## src/rtl/instr_fetch_unit_if.sv

```systemverilog
// ============================================================================
// Module      : instr_fetch_unit_if
// Description : Bundle of the fetch-unit handshake signals: PC side, the
//               instruction-memory request/ack port and the decode hand-off.
//               slave  : the fetch unit's view
//               master : the surrounding core / memory / decode view
// Revision    : 1.0 - initial release
// ============================================================================
`default_nettype none

interface instr_fetch_unit_if #(
  parameter int unsigned Data_Width = 32
);
  logic [Data_Width-1:0] PC;          // byte address from the PC register
  logic                  pc_valid;    // PC holds an address to fetch
  logic                  mem_req;     // read request to instruction memory
  logic [Data_Width-1:0] mem_addr;    // latched fetch address
  logic                  mem_ack;     // mem_rdata is valid this cycle
  logic [Data_Width-1:0] mem_rdata;   // instruction word from memory
  logic [Data_Width-1:0] Instr;       // fetched instruction (registered)
  logic                  instr_valid; // Instr valid for decode
  logic                  instr_ready; // decode accepts Instr this cycle
  logic                  pc_stall;    // PC must hold its value
  logic                  fetch_err;   // misaligned PC or memory timeout

  modport slave (
    input  PC, pc_valid, mem_ack, mem_rdata, instr_ready,
    output mem_req, mem_addr, Instr, instr_valid, pc_stall, fetch_err
  );

  modport master (
    output PC, pc_valid, mem_ack, mem_rdata, instr_ready,
    input  mem_req, mem_addr, Instr, instr_valid, pc_stall, fetch_err
  );
endinterface

`default_nettype wire

```

## src/rtl/instr_fetch_unit.sv

```systemverilog
// ============================================================================
// Module      : instr_fetch_unit
// Description : Samples the PC on a fetch request, runs a req/ack read against
//               variable-latency instruction memory, and holds the returned
//               word until decode accepts it. Stalls the PC while busy.
// Ports       : clk      - rising-edge clock
//               reset    - synchronous, active-high
//               fetch_io - instr_fetch_unit_if.slave (PC, memory, decode,
//                          pc_stall, fetch_err)
// Revision    : 1.0 - initial release
// ============================================================================
`default_nettype none

module instr_fetch_unit #(
  parameter int unsigned Data_Width = 32,
  parameter int unsigned Timeout    = 15   // REQ cycles allowed without ack (1..255)
) (
  input  wire logic           clk,
  input  wire logic           reset,
  instr_fetch_unit_if.slave   fetch_io
);

  typedef enum logic [1:0] {
    IDLE = 2'd0,
    REQ  = 2'd1,
    HOLD = 2'd2,
    ERR  = 2'd3
  } state_t;

  // Last counter value seen in REQ before giving up; counter starts at 0 so
  // this yields exactly Timeout request cycles.
  localparam logic [7:0] C_TIMEOUT_LAST = 8'(Timeout - 1);

  state_t                state_q,  state_d;
  logic [7:0]            cnt_q,    cnt_d;
  logic [Data_Width-1:0] addr_q,   addr_d;
  logic [Data_Width-1:0] instr_q,  instr_d;

  logic w_aligned;
  assign w_aligned = (fetch_io.PC[1:0] == 2'b00);

  always_comb begin
    state_d = state_q;
    cnt_d   = cnt_q;
    addr_d  = addr_q;
    instr_d = instr_q;

    unique case (state_q)
      // IDLE and ERR share the fetch-launch rules.
      IDLE, ERR: begin
        if (fetch_io.pc_valid) begin
          if (w_aligned) begin
            state_d = REQ;
            addr_d  = fetch_io.PC;
            cnt_d   = 8'd0;
          end else begin
            state_d = ERR;
          end
        end
      end

      REQ: begin
        if (fetch_io.mem_ack) begin
          instr_d = fetch_io.mem_rdata;
          state_d = HOLD;
        end else begin
          if (cnt_q == C_TIMEOUT_LAST) begin
            state_d = ERR;
          end
          if (cnt_q != 8'hFF) begin
            cnt_d = cnt_q + 8'd1;
          end
        end
      end

      HOLD: begin
        // Hand-off and next fetch launch happen in the same cycle (no bubble).
        if (fetch_io.instr_ready) begin
          if (!fetch_io.pc_valid) begin
            state_d = IDLE;
          end else if (w_aligned) begin
            state_d = REQ;
            addr_d  = fetch_io.PC;
            cnt_d   = 8'd0;
          end else begin
            state_d = ERR;
          end
        end
      end

      default: state_d = IDLE;
    endcase
  end

  always_ff @(posedge clk) begin
    if (reset) begin
      state_q <= IDLE;
      cnt_q   <= 8'd0;
      addr_q  <= '0;
      instr_q <= '0;
    end else begin
      state_q <= state_d;
      cnt_q   <= cnt_d;
      addr_q  <= addr_d;
      instr_q <= instr_d;
    end
  end

  assign fetch_io.mem_req     = (state_q == REQ);
  assign fetch_io.mem_addr    = addr_q;
  assign fetch_io.Instr       = instr_q;
  assign fetch_io.instr_valid = (state_q == HOLD);
  assign fetch_io.fetch_err   = (state_q == ERR);
  // Only output with a combinational input path: decode back-pressure.
  assign fetch_io.pc_stall    = (state_q == REQ) |
                                ((state_q == HOLD) & ~fetch_io.instr_ready);

endmodule

`default_nettype wire

```

## src/flat_wrapper.sv

```systemverilog
// flat-port wrapper written by rule: the top's interface ports become plain ports
module instr_fetch_unit_flat 
#(
  parameter int unsigned Data_Width = 32,
  parameter int unsigned Timeout    = 15                                             
)
  (clk, reset, fetch_io_PC, fetch_io_pc_valid, fetch_io_mem_ack, fetch_io_mem_rdata, fetch_io_instr_ready, fetch_io_mem_req, fetch_io_mem_addr, fetch_io_Instr, fetch_io_instr_valid, fetch_io_pc_stall, fetch_io_fetch_err);
  instr_fetch_unit_if #(.Data_Width(Data_Width)) fetch_io_i ();
  input  wire logic clk;
  input  wire logic reset;
  input wire logic [$bits(fetch_io_i.PC)-1:0] fetch_io_PC;
  input wire logic [$bits(fetch_io_i.pc_valid)-1:0] fetch_io_pc_valid;
  input wire logic [$bits(fetch_io_i.mem_ack)-1:0] fetch_io_mem_ack;
  input wire logic [$bits(fetch_io_i.mem_rdata)-1:0] fetch_io_mem_rdata;
  input wire logic [$bits(fetch_io_i.instr_ready)-1:0] fetch_io_instr_ready;
  output wire logic [$bits(fetch_io_i.mem_req)-1:0] fetch_io_mem_req;
  output wire logic [$bits(fetch_io_i.mem_addr)-1:0] fetch_io_mem_addr;
  output wire logic [$bits(fetch_io_i.Instr)-1:0] fetch_io_Instr;
  output wire logic [$bits(fetch_io_i.instr_valid)-1:0] fetch_io_instr_valid;
  output wire logic [$bits(fetch_io_i.pc_stall)-1:0] fetch_io_pc_stall;
  output wire logic [$bits(fetch_io_i.fetch_err)-1:0] fetch_io_fetch_err;
  assign fetch_io_i.PC = fetch_io_PC;
  assign fetch_io_i.pc_valid = fetch_io_pc_valid;
  assign fetch_io_i.mem_ack = fetch_io_mem_ack;
  assign fetch_io_i.mem_rdata = fetch_io_mem_rdata;
  assign fetch_io_i.instr_ready = fetch_io_instr_ready;
  assign fetch_io_mem_req = fetch_io_i.mem_req;
  assign fetch_io_mem_addr = fetch_io_i.mem_addr;
  assign fetch_io_Instr = fetch_io_i.Instr;
  assign fetch_io_instr_valid = fetch_io_i.instr_valid;
  assign fetch_io_pc_stall = fetch_io_i.pc_stall;
  assign fetch_io_fetch_err = fetch_io_i.fetch_err;
  instr_fetch_unit #(.Data_Width(Data_Width), .Timeout(Timeout)) u_core (.clk(clk), .reset(reset), .fetch_io(fetch_io_i));
endmodule
```

## config.mk

```make
export PLATFORM = sky130hd
export DESIGN_NAME = instr_fetch_unit_flat
export DESIGN_NICKNAME = d
export VERILOG_FILES = /design/src/rtl/instr_fetch_unit_if.sv /design/src/rtl/instr_fetch_unit.sv /design/src/flat_wrapper.sv
export SDC_FILE = /design/constraint.sdc
export NUM_CORES = 1
export LEC_CHECK = 0
export CORE_MARGIN = 2
export CORE_UTILIZATION = 25
export DETAILED_ROUTE_END_ITERATION = 12
export REMOVE_ABC_BUFFERS = 1
export SLEW_MARGIN = 20
export SYNTH_ARGS = -nofsm -noshare
export SYNTH_HDL_FRONTEND = slang
export SYNTH_SLANG_ARGS = --single-unit
```

## constraint.sdc

```tcl
create_clock -name clk -period 2 [get_ports clk]
set_clock_uncertainty 0.1 [all_clocks]
set_input_delay 0.4 -clock clk [delete_from_list [all_inputs] [get_ports clk]]
set_output_delay 0.4 -clock clk [all_outputs]
set_load 0.05 [all_outputs]
```

# Word level (Yosys, flattened, before mapping)
# Cells that the tools add are included.
# classes
mux	17
n_bitwise	3
eq_ne	10
n_reduce_logical	8
add_sub_neg	1
# ops
cell	n
32-bit two-way mux	3
32-bit one-hot mux with 2 select lines	1
8-bit two-way mux	5
8-bit one-hot mux with 3 select lines	1
2-bit two-way mux	6
8-bit by 1-bit adder with 8-bit output, second input constant	1
8-bit by 4-bit equality test with 1-bit output, second input constant	1
8-bit inequality test, second input constant	1
2-bit inequality test, second input constant	3
2-bit one-hot mux with 3 select lines	1
3-bit AND reduction	2
2-bit equality test, second input constant	2
2-bit logical NOT	2
2-bit AND reduction	2
3-bit by 2-bit inequality test with 1-bit output, second input constant	1
2-bit by 1-bit equality test with 1-bit output, second input constant	1
2-bit by 1-bit inequality test with 1-bit output, second input constant	1
2-bit nonzero test	1
2-bit OR reduction	1
1-bit AND	1
1-bit inverter	1
1-bit OR	1
# word_totals
reg_bits	74
word_cells	43
inputBits	69
output_inout_bits	68

# Longest topological paths before layout
# logic_depth
ltp_word	5
mapped_depth	8
mapped_depth_nobuf	6

# Worst setup path after synthesis
# Ideal clock, no wire load.
# synth_timing
path_kind	register to output
from	reg u_core.state_q[0]
to	out fetch_io_pc_stall
stages_incl_launch_ff	5
required_time_ns	1.500
setup_slack_ns	-0.120
n_path_buf	0
arrival_ns	1.620
cell_sequence	dfxtp_1 > inv_1 > ha_1 > or2b_1 > nand2b_1
# synth_between
elab_chain_cells	3
elab_cells_between_ends	4
classes_between	2 x eq/ne; 2 x bitwise
# synth_rtl
element	line_no	source
from (decl)	instr_fetch_unit.sv:34	state_t state_q, state_d;
from (signal assigned)	instr_fetch_unit.sv:102	state_q <= state_d;
2-bit equality test	n/a	
named net fetch_io_instr_valid	flat_wrapper.sv:19	output wire logic [$bits(fetch_io_i.instr_valid)-1:0] fetch_io_instr_valid;
1-bit AND	instr_fetch_unit.sv:116	((state_q == HOLD) & ~fetch_io.instr_ready);
1-bit OR	instr_fetch_unit.sv:115	assign fetch_io.pc_stall = (state_q == REQ) |
to (decl)	flat_wrapper.sv:20	output wire logic [$bits(fetch_io_i.pc_stall)-1:0] fetch_io_pc_stall;
# The timed path passes the listed nets, and every way through them passes these cells.

# Worst setup path in the final report
# layout_timing
from	reg u_core.instr_q[8] (netlist: u_core.fetch_io.Instr[8])
to	out fetch_io_Instr[8]
# layout_rtl
element	line_no	source
from (decl)	instr_fetch_unit.sv:37	logic [Data_Width-1:0] instr_q, instr_d;
from (signal assigned)	instr_fetch_unit.sv:105	instr_q <= instr_d;
to (decl)	flat_wrapper.sv:18	output wire logic [$bits(fetch_io_i.Instr)-1:0] fetch_io_Instr;
# No word-level cell between the ends.

==> reports/results.ini <==
[global_routing]
grt_overflow = 0
grt_max_degree = 37
grt_pass1_vias = 2802
grt.total_usage = 0.1283
grt_antenna_before_repair = 0
grt_pass1_wl_um = 13300

[layout]
final_cells = 641
area_delta_synth_final_pct = 65.70
nNetsFinal = 567
final_cell_mix = 129 x nand2_1, 85 x clkdlybuf4s50_1, 72 x dfxtp_1
fin_util = 0.4240
drive_gt1_frac = 0.1365
final_common_cell = nand2_1
num_antenna_cells = 0

[sta]
fmax_mhz = 508.6
finalHoldViolCount = 0
rsz0062_at_grt = no
max-slew-margin-rel = 0.6442
period_share = 0.9831
finalSetupViolCount = 0
slew_violations = 0
worst_pin_slew_ns = 0.5328
min_period_ns = 1.966
whs_ns = 0.2721

[logic_synthesis]
netlist_area_um2 = 2922
synth_cell_types = 35
synth-seq-area-share = 0.5071
synthSimpleGateAreaFrac = 0.2317
synth.avg_cell_area_um2 = 8.093
synth-main-ff-cell = dfxtp_1
synthMuxAreaShare = 0.005139
syn_inst = 361
synthArstFlopShare = 0
synth_top_family_by_area = simple AND/OR/NAND/NOR gates
synth-adder-area-share = 0.02141
synth-edff-count = 0
synth-xor-area-share = 0
yosys_warnings = 0
ys_ff_latch = 74
synth_compound_area_frac = 0.1764

[placement]
place_congestion = 0.7755
portBuffers = 136
hpwl_um = 5733
dp_cells = 625

[pwr]
p_leak_nw = 2.216
p_int_mw = 3.527
power.switching_mw = 1.848
p_seq_frac = 0.325
pwr-share-clk = 0.319
p_per_area_nw_per_um2 = 1110
combPwrFrac = 0.356
switching_share = 0.3438
ir_drop_v = 0.0004342

[floorplan]
rows = 39
die_area_um2 = 12570
core_area_um2 = 11420
die_h_um = 112.1
die_w_um = 112.1
initial_core_util = 0.2559
pin_count = 137

[worst_setup_path]
path_delay_family = buffers and inverters
path_max_fanout = 2
max_stage_delay_ns = 0.82
critPathSlowestCell = clkdlybuf4s50_1
cp.arrival_ns = 1.47
crit_type = reg -> out
worstSetupStartpointType = flop
cp.required_ns = 1.50
crit_buf_inv = 1
cp_cell_sequence = clkdlybuf4s50_1
end_kind = output port

[clocking]
clockBufferDepth = 2
h-tree-depth = 3
cts_tree = built
cts-resized-gates = 5
clk_pin_slew_ns = 0.05
root_buffer = clkbuf_16
postCtsHoldBufs = 0
post_cts_buffers = 0
clock_sinks = 74
clk-insertion-delay-late_ns = 0.32
numCtsBuffers = 9

[routing]
drc = 0
drt_iter0_markers = 152
drt_first_pass_iters = 4
vias = 2884
wl_um = 8178
wire_per_inst_um = 12.76
vias_per_cell = 4.499
ant_nets = 0

[run_status]
status = finished, final reports clean

[min_path]
min_path_type = in -> reg

[run]
cap_viol_max_count = 0

-- state kept, by name, indices dropped and copies added (netlist names) --
signal	cells
u_core.fetch_io.mem_addr	32
u_core.fetch_io.Instr	32
u_core.cnt_q	8
u_core.state_q	2
-- synth_stat cells (4+ instances only) --
library cell / count / area share
a21oi_1: 68 / 0.12
a31oi_1: 8 / 0.017
buf_1: 4 / 0.0051
buf_2: 10 / 0.017
buf_6: 4 / 0.015
clkbuf_1: 6 / 0.0077
dfxtp_1: 74 / 0.51
ha_1: 5 / 0.021
inv_1: 6 / 0.0077
nand2_1: 129 / 0.17
nand3_1: 4 / 0.0069
nor2_1: 7 / 0.0090
o21ai_0: 4 / 0.0069
-- path summary, 6_finish.rpt --
kind | startpoint | end | slack (ns) | cells after the start
worst max-delay path | u_core.fetch_io.Instr[8]$_SDFFE_PP0P_ | fetch_io_Instr[8] | 0.03 | 1
worst min-delay path | reset | u_core.fetch_io.Instr[20]$_SDFFE_PP0P_ | 0.27 | 2
worst max register to register | u_core.state_q[0]$_SDFFE_PP0P_ | u_core.fetch_io.mem_addr[11]$_SDFFE_PP0P_ | 0.33 | 7
worst min register to register | u_core.fetch_io.mem_addr[4]$_SDFFE_PP0P_ | u_core.fetch_io.mem_addr[4]$_SDFFE_PP0P_ | 0.35 | 2
-- area by class of cell --
type	instances	area (um2)
clock buffer	11	242.7
clock inverter	5	77.57
fill	1149	6578
inverter	6	22.52
multi-input combinational	255	1306
sequential	74	1484
tap	143	178.9
timing repair buffer	147	1529
-- routing by layer --
metal | part of all wire | global-route usage | routed length (um) | up-vias
li1 | - | - | - | 1461
met1 | 0.46 | 0.1594 | 3733 | 1295
met2 | 0.44 | 0.1992 | 3611 | 120
met3 | 0.091 | 0.05724 | 747 | 8
met4 | 0.011 | 0.04309 | 86 | 0
met5 | 0 | 0 | 0 | -
-- worst reg2reg max path: stages, from the launching register on --
cell     delay, ns
dfxtp_2       0.38
inv_2         0.06
ha_4          0.24
mux2_4        0.28
and2_4        0.20
buf_12        0.16
nand2_1       0.07
a21oi_1       0.06
-- through the flow --
stage,cell area (um2),worst slack (ns),setup TNS (ns),total power [mW]
floorplan,2774,-0.1322,-7.846,2.871
global placement,4412,0.06845,0,3.607
detailed placement,4412,0.01517,0,3.631
CTS,4758,0.004028,0,5.433
global route,4841,0.001725,0,5.661
finish,4841,0.03388,0,5.375
-- power groups by stage --
stage	combinational (mW)	clock, mW	sequential (mW)
global placement	1.85	0	1.76
CTS	1.92	1.78	1.74
floorplan	0.645	0	2.23
finish	1.91	1.71	1.75
global route	2.05	1.84	1.77
detailed placement	1.86	0	1.77
-- kinds of logic (layout without fill, tap and decap cells) --
family	Yosys count	in the layout
flops	74	74
simple gates	158	158
mux	1	1
fa+ha+maj	5	5
compound gates	91	91
buf+inv	32	169
Power figures use the tool's default switching activity.
